`src/rtl/mips_fwd_regbank.sv`:
```
// mips_fwd_regbank
//   Register bank for the pipelined MIPS core with built-in hazard tracking.
//   A four-slot tag pipeline (e0..e3) follows every issued instruction from EX
//   to WB. The bank uses these tags to pick operand sources, detect load-use
//   hazards and perform writeback.
// Ports
//   clk, reset        : rising-edge clock, synchronous active-high reset
//   id_valid          : decode holds a valid instruction
//   rs, rt, rd        : source A, source B and destination register numbers
//   wr_en, is_load    : instruction writes rd / result is ready only at DM
//   use_rs, use_rt    : instruction reads rs / rt
//   imm_sel, imm      : B operand is the immediate instead of rt
//   ans_ex/dm/wb      : registered results owned by slots e1/e2/e3
//   A, B              : EX operands (forwarded combinationally, 0 latency)
//   stall             : combinational load-use stall to PM/decode
module mips_fwd_regbank #(
   parameter int DATA_W   = 16,
   parameter int NREG     = 32,
   parameter bit ZERO_REG = 1'b1,
   localparam int AW      = (NREG > 1) ? $clog2(NREG) : 1
) (
   input  logic              clk,
   input  logic              reset,
   input  logic              id_valid,
   input  logic [AW-1:0]     rs,
   input  logic [AW-1:0]     rt,
   input  logic [AW-1:0]     rd,
   input  logic              wr_en,
   input  logic              is_load,
   input  logic              use_rs,
   input  logic              use_rt,
   input  logic              imm_sel,
   input  logic [DATA_W-1:0] imm,
   input  logic [DATA_W-1:0] ans_ex,
   input  logic [DATA_W-1:0] ans_dm,
   input  logic [DATA_W-1:0] ans_wb,
   output logic [DATA_W-1:0] A,
   output logic [DATA_W-1:0] B,
   output logic              stall
);

   typedef struct packed {
      logic          v;
      logic [AW-1:0] rd;
      logic          wr;
      logic          ld;
   } tag_t;

   typedef enum logic [1:0] {SEL_REG, SEL_EX, SEL_DM, SEL_WB} sel_e;

   tag_t              e_q    [4];
   tag_t              e_d    [4];
   logic [DATA_W-1:0] bank_q [NREG];
   logic [DATA_W-1:0] bank_d [NREG];
   logic [DATA_W-1:0] a_q, a_d, b_q, b_d;
   sel_e              sel_a_q, sel_a_d, sel_b_q, sel_b_d;
   logic [DATA_W-1:0] bank_rs, bank_rt;
   logic              issue;

   function automatic logic is_zero(input logic [AW-1:0] r);
      return ZERO_REG && (r == '0);
   endfunction

   function automatic logic match(input tag_t x, input logic [AW-1:0] r);
      return x.v && x.wr && (x.rd == r) && !is_zero(r);
   endfunction

   // Youngest producer wins. A producer in e3 is being written back on this
   // very edge, so its ans_wb is captured directly instead of the stale bank.
   function automatic void resolve(
      input  logic [AW-1:0]     r,
      input  tag_t              t0,
      input  tag_t              t1,
      input  tag_t              t2,
      input  tag_t              t3,
      input  logic [DATA_W-1:0] bank_val,
      input  logic [DATA_W-1:0] wb_val,
      output sel_e              sel,
      output logic [DATA_W-1:0] val
   );
      sel = SEL_REG;
      val = '0;
      if (match(t0, r))      sel = SEL_EX;
      else if (match(t1, r)) sel = SEL_DM;
      else if (match(t2, r)) sel = SEL_WB;
      else if (match(t3, r)) val = wb_val;
      else if (!is_zero(r))  val = bank_val;
   endfunction

   // Load-use stall: only a load sitting in EX cannot be forwarded in time.
   always_comb begin
      stall = id_valid && e_q[0].v && e_q[0].ld && e_q[0].wr &&
              ((use_rs && match(e_q[0], rs)) ||
               (use_rt && !imm_sel && match(e_q[0], rt)));
   end

   always_comb begin
      bank_rs = '0;
      bank_rt = '0;
      if (int'(rs) < NREG) bank_rs = bank_q[rs];
      if (int'(rt) < NREG) bank_rt = bank_q[rt];
   end

   assign issue = id_valid && !stall;

   always_comb begin
      e_d[0] = {issue, rd, wr_en, is_load};
      e_d[1] = e_q[0];
      e_d[2] = e_q[1];
      e_d[3] = e_q[2];

      bank_d = bank_q;
      if (match(e_q[3], e_q[3].rd) && (int'(e_q[3].rd) < NREG))
         bank_d[e_q[3].rd] = ans_wb;

      a_d     = a_q;
      b_d     = b_q;
      sel_a_d = sel_a_q;
      sel_b_d = sel_b_q;
      if (issue) begin
         resolve(rs, e_q[0], e_q[1], e_q[2], e_q[3], bank_rs, ans_wb, sel_a_d, a_d);
         resolve(rt, e_q[0], e_q[1], e_q[2], e_q[3], bank_rt, ans_wb, sel_b_d, b_d);
         if (!use_rs) begin
            sel_a_d = SEL_REG;
            a_d     = '0;
         end
         if (imm_sel) begin
            sel_b_d = SEL_REG;
            b_d     = imm;
         end else if (!use_rt) begin
            sel_b_d = SEL_REG;
            b_d     = '0;
         end
      end
   end

   always_ff @(posedge clk) begin
      if (reset) begin
         e_q     <= '{default: '0};
         bank_q  <= '{default: '0};
         a_q     <= '0;
         b_q     <= '0;
         sel_a_q <= SEL_REG;
         sel_b_q <= SEL_REG;
      end else begin
         e_q     <= e_d;
         bank_q  <= bank_d;
         a_q     <= a_d;
         b_q     <= b_d;
         sel_a_q <= sel_a_d;
         sel_b_q <= sel_b_d;
      end
   end

   always_comb begin
      unique case (sel_a_q)
         SEL_EX:  A = ans_ex;
         SEL_DM:  A = ans_dm;
         SEL_WB:  A = ans_wb;
         default: A = a_q;
      endcase
      unique case (sel_b_q)
         SEL_EX:  B = ans_ex;
         SEL_DM:  B = ans_dm;
         SEL_WB:  B = ans_wb;
         default: B = b_q;
      endcase
   end

endmodule
```
`config.mk`:
```
export PLATFORM = sky130hd
export DESIGN_NAME = mips_fwd_regbank
export DESIGN_NICKNAME = d
export VERILOG_FILES = /design/src/rtl/mips_fwd_regbank.sv
export SDC_FILE = /design/constraint.sdc
export NUM_CORES = 2
export LEC_CHECK = 0
export CORE_MARGIN = 5
export CORE_UTILIZATION = 51
export CTS_CLUSTER_DIAMETER = 150
export DETAILED_ROUTE_END_ITERATION = 16
export PLACE_DENSITY = 0.81
export SLEW_MARGIN = 5
export SYNTH_ARGS = -nofsm -noshare
export SYNTH_HDL_FRONTEND = slang
export SYNTH_SLANG_ARGS = --single-unit
```
`constraint.sdc`:
```
create_clock -name clk -period 2.42 [get_ports clk]
set_input_delay 0.242 -clock clk [delete_from_list [all_inputs] [get_ports clk]]
set_output_delay 0.242 -clock clk [all_outputs]
set_load 0.005 [all_outputs]
```
# After elaboration in Yosys (flattened, before gate mapping)
# Index checks and enable logic that the tools add are counted.
# W data, S select, Z words.
word_totals:
  latch_bits: 0
  n_memories: 0
  ram_bits: 0
  elab_cells: 142
  romBits: 0
  regBits: 577
classes:
  shifts: 0
  div_mod_pow: 0
  multipliers: 0
  bitwise: 3
  n_reduce_logical: 39
  order_cmp: 4
  eq_ne: 14
  muxes: 33
  n_addsub: 0
op_table:
  columns: ["op", "n"]
  rows:
  - ["$bwmux W512", 1]
  - ["$mux W16", 18]
  - ["$bmux W16 S5", 2]
  - ["$pmux W16 S3", 2]
  - ["$demux W16 S5", 1]
  - ["$eq A5 B5 Y1", 8]
  - ["$logic_and A1 B1 Y1", 30]
  - ["$ge A6 B6 Y1 const B", 3]
  - ["$mux W2", 9]
  - ["$not A5 Y6", 3]
  - ["$logic_not A5 Y1", 3]
  - ["$eq A2 B2 Y1 const B", 4]
  - ["$lt A6 B1 Y1 const B", 1]
  - ["$logic_not A1 Y1", 5]
  - ["$eq A2 B1 Y1 const B", 2]
  - ["$logic_or A1 B1 Y1", 1]

# Logic depth before layout (Yosys ltp)
depth:
  word_depth: 11
  ltp_mapped: 11
  ltp_nobuf: 6

# Least setup slack after synthesis
# No wires, ideal clock.
synth_timing:
  kind: "in2reg"
  start: "in rs[1]"
  end: "reg a_q[0]"
  t_arrival_ns: 2.020
  n_path_buf: 3
  setup_ns: 0.133
  cell_stages: 8
  setup_slack_ns: 0.267
  cell_sequence: "buf_4 -> buf_6 -> buf_4 -> mux4_2 -> mux4_2 -> o22ai_1 -> or4_1 -> o221ai_1"
synth_between:
  elab_chain_len: 10
synth_rtl:
  columns: ["item", "line", "text"]
  rows:
  - ["from (decl)", "25", "input logic [AW-1:0] rs,"]
  - ["$not A5 Y6 (implied by the code)", "100", "if (int'(rs) < NREG) bank_rs = bank_q[rs];"]
  - ["$bmux W16 S5", "100", null]
  - ["$mux W16 (implied by the code) (2 in series)", "100", null]
  - ["$mux W16", "87", "else if (!is_zero(r)) val = bank_val;"]
  - ["$mux W16", "86", "else if (match(t3, r)) val = wb_val;"]
  - ["$mux W16", "85", "else if (match(t2, r)) sel = SEL_WB;"]
  - ["$mux W16", "84", "else if (match(t1, r)) sel = SEL_DM;"]
  - ["$mux W16", "83", "if (match(t0, r)) sel = SEL_EX;"]
  - ["$mux W16", "123", "if (!use_rs) begin"]
  - ["to (signal assigned)", "141", "a_q <= '0;"]
  - ["to (signal assigned)", "148", "a_q <= a_d;"]
  - ["to (decl)", "55", "logic [DATA_W-1:0] a_q, a_d, b_q, b_d;"]
# Parallel ways exist; a longest one is shown, timed or not. The select of a mux whose other input is x is not followed.
# A chain may end at the register's enable or synchronous reset.

# Worst setup path after layout
layout_timing:
  start: "reg sel_b_q[1]"
  end: "out B[0]"
layout_between:
  elab_chain_len: 2
layout_rtl:
  columns: ["item", "line", "text"]
  rows:
  - ["from (decl)", "56", "sel_e sel_a_q, sel_a_d, sel_b_q, sel_b_d;"]
  - ["from (signal assigned)", "151", "sel_b_q <= sel_b_d;"]
  - ["$eq A2 B2 Y1 or $eq A2 B1 Y1 (tied branches)", "162", "unique case (sel_b_q)"]
  - ["$pmux W16 S3 (*)", "162", null]
  - ["to (decl)", "38", "output logic [DATA_W-1:0] B,"]
# Mark *: on every way between the ends. The rest lies on a longest branch, timed or not.

==> impl_metrics.ini <==
[status]
run_status = completed

[global_route]
grt_util_all_layers = 0.342
grt_max_degree = 194
grt_pass1_vias = 27500
antenna_found_initial = 7
grt_pass1_wl_um = 171000
grt_overflow = 0

[sta]
final.period_utilization = 0.997
layout_min_cycle_time_ns = 2.41
tightestPinTransition_ns = 1.02
fmax_mhz = 415
layout_setup_ws_ns = 0.00821
hold_viol = 0
fin_skew_ns = 0.0264
hold_ws_ns = 0.0522
setup-violations-final = 0
relSlewSlack = 0.323
slew_viol_final = 0

[routing]
route.detailed.drc = 0
dr.pass1.iters = 7
avgRoutedWirePerCell_um = 26.0
first_iter_violations = 4641
wirelength_um = 116000
ant_nets = 0
via_per_inst = 6.62
vias = 29400

[floorplan]
initial_core_util = 0.515
rows = 89
die-area_um2 = 64600
die_w_um = 254
coreArea_um2 = 59000
io_pins = 120
die_height_um = 254

[yosys]
synth_top_area_share = 0.380
yosysTopAreaCell = dfxtp_1
syn_area_per_cell_um2 = 8.58
synthCells = 3542
synth_edf_count = 0
synth_ff_type = dfxtp_1
yosys.cell_count.top_type = nand2_1
synthesis.nets = 3629
synth-seq-cells = 577
ys_warn_count = 0
yosys-top-cells-area = dfxtp_1 38%, mux4_2 12%, mux2i_1 11%
synth_area_um2 = 30400
netlist-cell-type-count = 60
ys_seq_area_frac = 0.380
yosys-top-cells-count = 923 x nand2_1, 577 x dfxtp_1, 486 x a21oi_1, 348 x mux2i_1, 239 x clkbuf_1
synth_async_sr_flop_share = 0

[place]
portBuffers = 119
dp_slack_ns = -0.228
dpl.cell_count = 4328
place_hpwl_um = 76600
globalplace.congestion = 1.07

[clock_tree]
clk_pin_slew_worst_paths_ns = 0.07
cts-buffers-inserted = 58
cts_sinks = 577
htreeDepth = 2
clockRootBuffer = clkbuf_16
hold_buffers = 0
tritoncts = built
cts_buffer_depth = 3
clk_latency_ns = 0.64

[worst_setup_path]
cp_max_fo = 8
worstPathRequired_ns = 2.18
arrival_ns = 2.17
endpoint_kind = output pin
worstSetupPathType = flop to output pin
crit_path_start_kind = flop

[final_layout]
n_antenna_cell = 0
fin_util = 0.603
layout-drive-gt1-share = 0.161
fin_cells = 4449
nNetsFinal = 3714
area_delta_synth_final_pct = 17.1

[pwr]
power_frac_seq = 0.454
power.switching_mw = 5.32
combinationalPowerShare = 0.099
swShare = 0.252
power.total_mw = 21.1
power_frac_clock = 0.448
power.density_nw_per_um2 = 594
p_leak_nw = 12.6
p_int_mw = 15.8
peakVddDrop_mv = 0.621

[min_path]
hold_class = input port to flop

[job]
cap_viol_max_count = 0
[layer usage]
metal	GRT usage	routed length, µm	vias up
met5	0	72	-
met1	0.435	40000	13800
li1	-	-	12600
met4	0.219	9800	12
met2	0.500	47900	2442
met3	0.113	17900	600
[power by group through the flow]
stage	Sequential (mW)	Clock (mW)	Combinational [mW]
after floorplan	9.77	0	1.13
after global placement	9.79	0	1.96
after detailed placement	9.79	0	1.98
after CTS	9.58	9.43	1.98
after global routing	9.58	9.82	2.11
final	9.58	9.46	2.08
[registers in the layout, summed over array words and instances (netlist names)]
register and cells:
a_q 16, b_q 16, bank_q 512, e_d 22, e_q 7, sel_a_q 2, sel_b_q 2
[cell families (layout without fill, tap and decap cells)]
logic type      count (synthesis)  after routing  synth area share
compound gates                671            671             0.129
xor+xnor                       37             37            0.0107
buf+inv                       383            517            0.0537
flops                         577            577             0.380
mux                           521            521             0.236
simple gates                 1353           1353             0.190
[what timing repair did]
action                     CTS  global route
cloned                       1             1
pin swaps                    4             3
buffers inserted             2             8
resized for setup           41             7
setup endpoints to repair   31             7
[final timing paths]
path                                  start     endpoint  slack [ns]  depth (start not counted)
worst min register to register  bank_q[471]  bank_q[471]        0.47                          2
worst max-delay path             sel_b_q[1]         B[0]       0.008                          3
worst max register to register       e_q[2]       a_q[4]        0.06                          7
worst min-delay path             ans_wb[12]      a_q[12]        0.05                          3
[placed cells by master, fill, tap and decap left out, types with 20 or more instances in the layout]
| master | instances |
|---|---|
| buf_4 | 208 |
| dfxtp_1 | 568 |
| clkbuf_8 | 20 |
| nor2_1 | 128 |
| clkbuf_16 | 60 |
| nor2b_1 | 47 |
| nand2_1 | 922 |
| nand3_1 | 136 |
| mux4_2 | 156 |
| xnor2_1 | 27 |
| nand4_1 | 43 |
| a22oi_1 | 88 |
| a221oi_1 | 39 |
| buf_12 | 44 |
| mux2i_1 | 348 |
| a21oi_1 | 486 |
| clkdlybuf4s50_1 | 78 |
| inv_1 | 35 |
[critical path, stage by stage (launching register included)]
cell and delay, ns:
dfxtp_4 0.38, buf_12 0.15, mux4_2 0.53, clkdlybuf4s50_1 0.47
[final cells by class]
class,count,area [µm²]
clock buffers,87,1770
clock inverters,22,228
fillers,4730,23400
inverters,37,139
multi-input cells,2582,17300
flip-flops and latches,577,11600
well taps,773,967
repair buffers,371,3620
[stage by stage]
stage               setup TNS [ns]  cell area [µm²]
detailed placement           -4.62            33400
CTS                              0            35500
global placement             -4.39            33400
floorplan                        0            30400
global route              -0.00347            35600
finish                           0            35600
No activity file was read; power rests on OpenSTA's default activity.
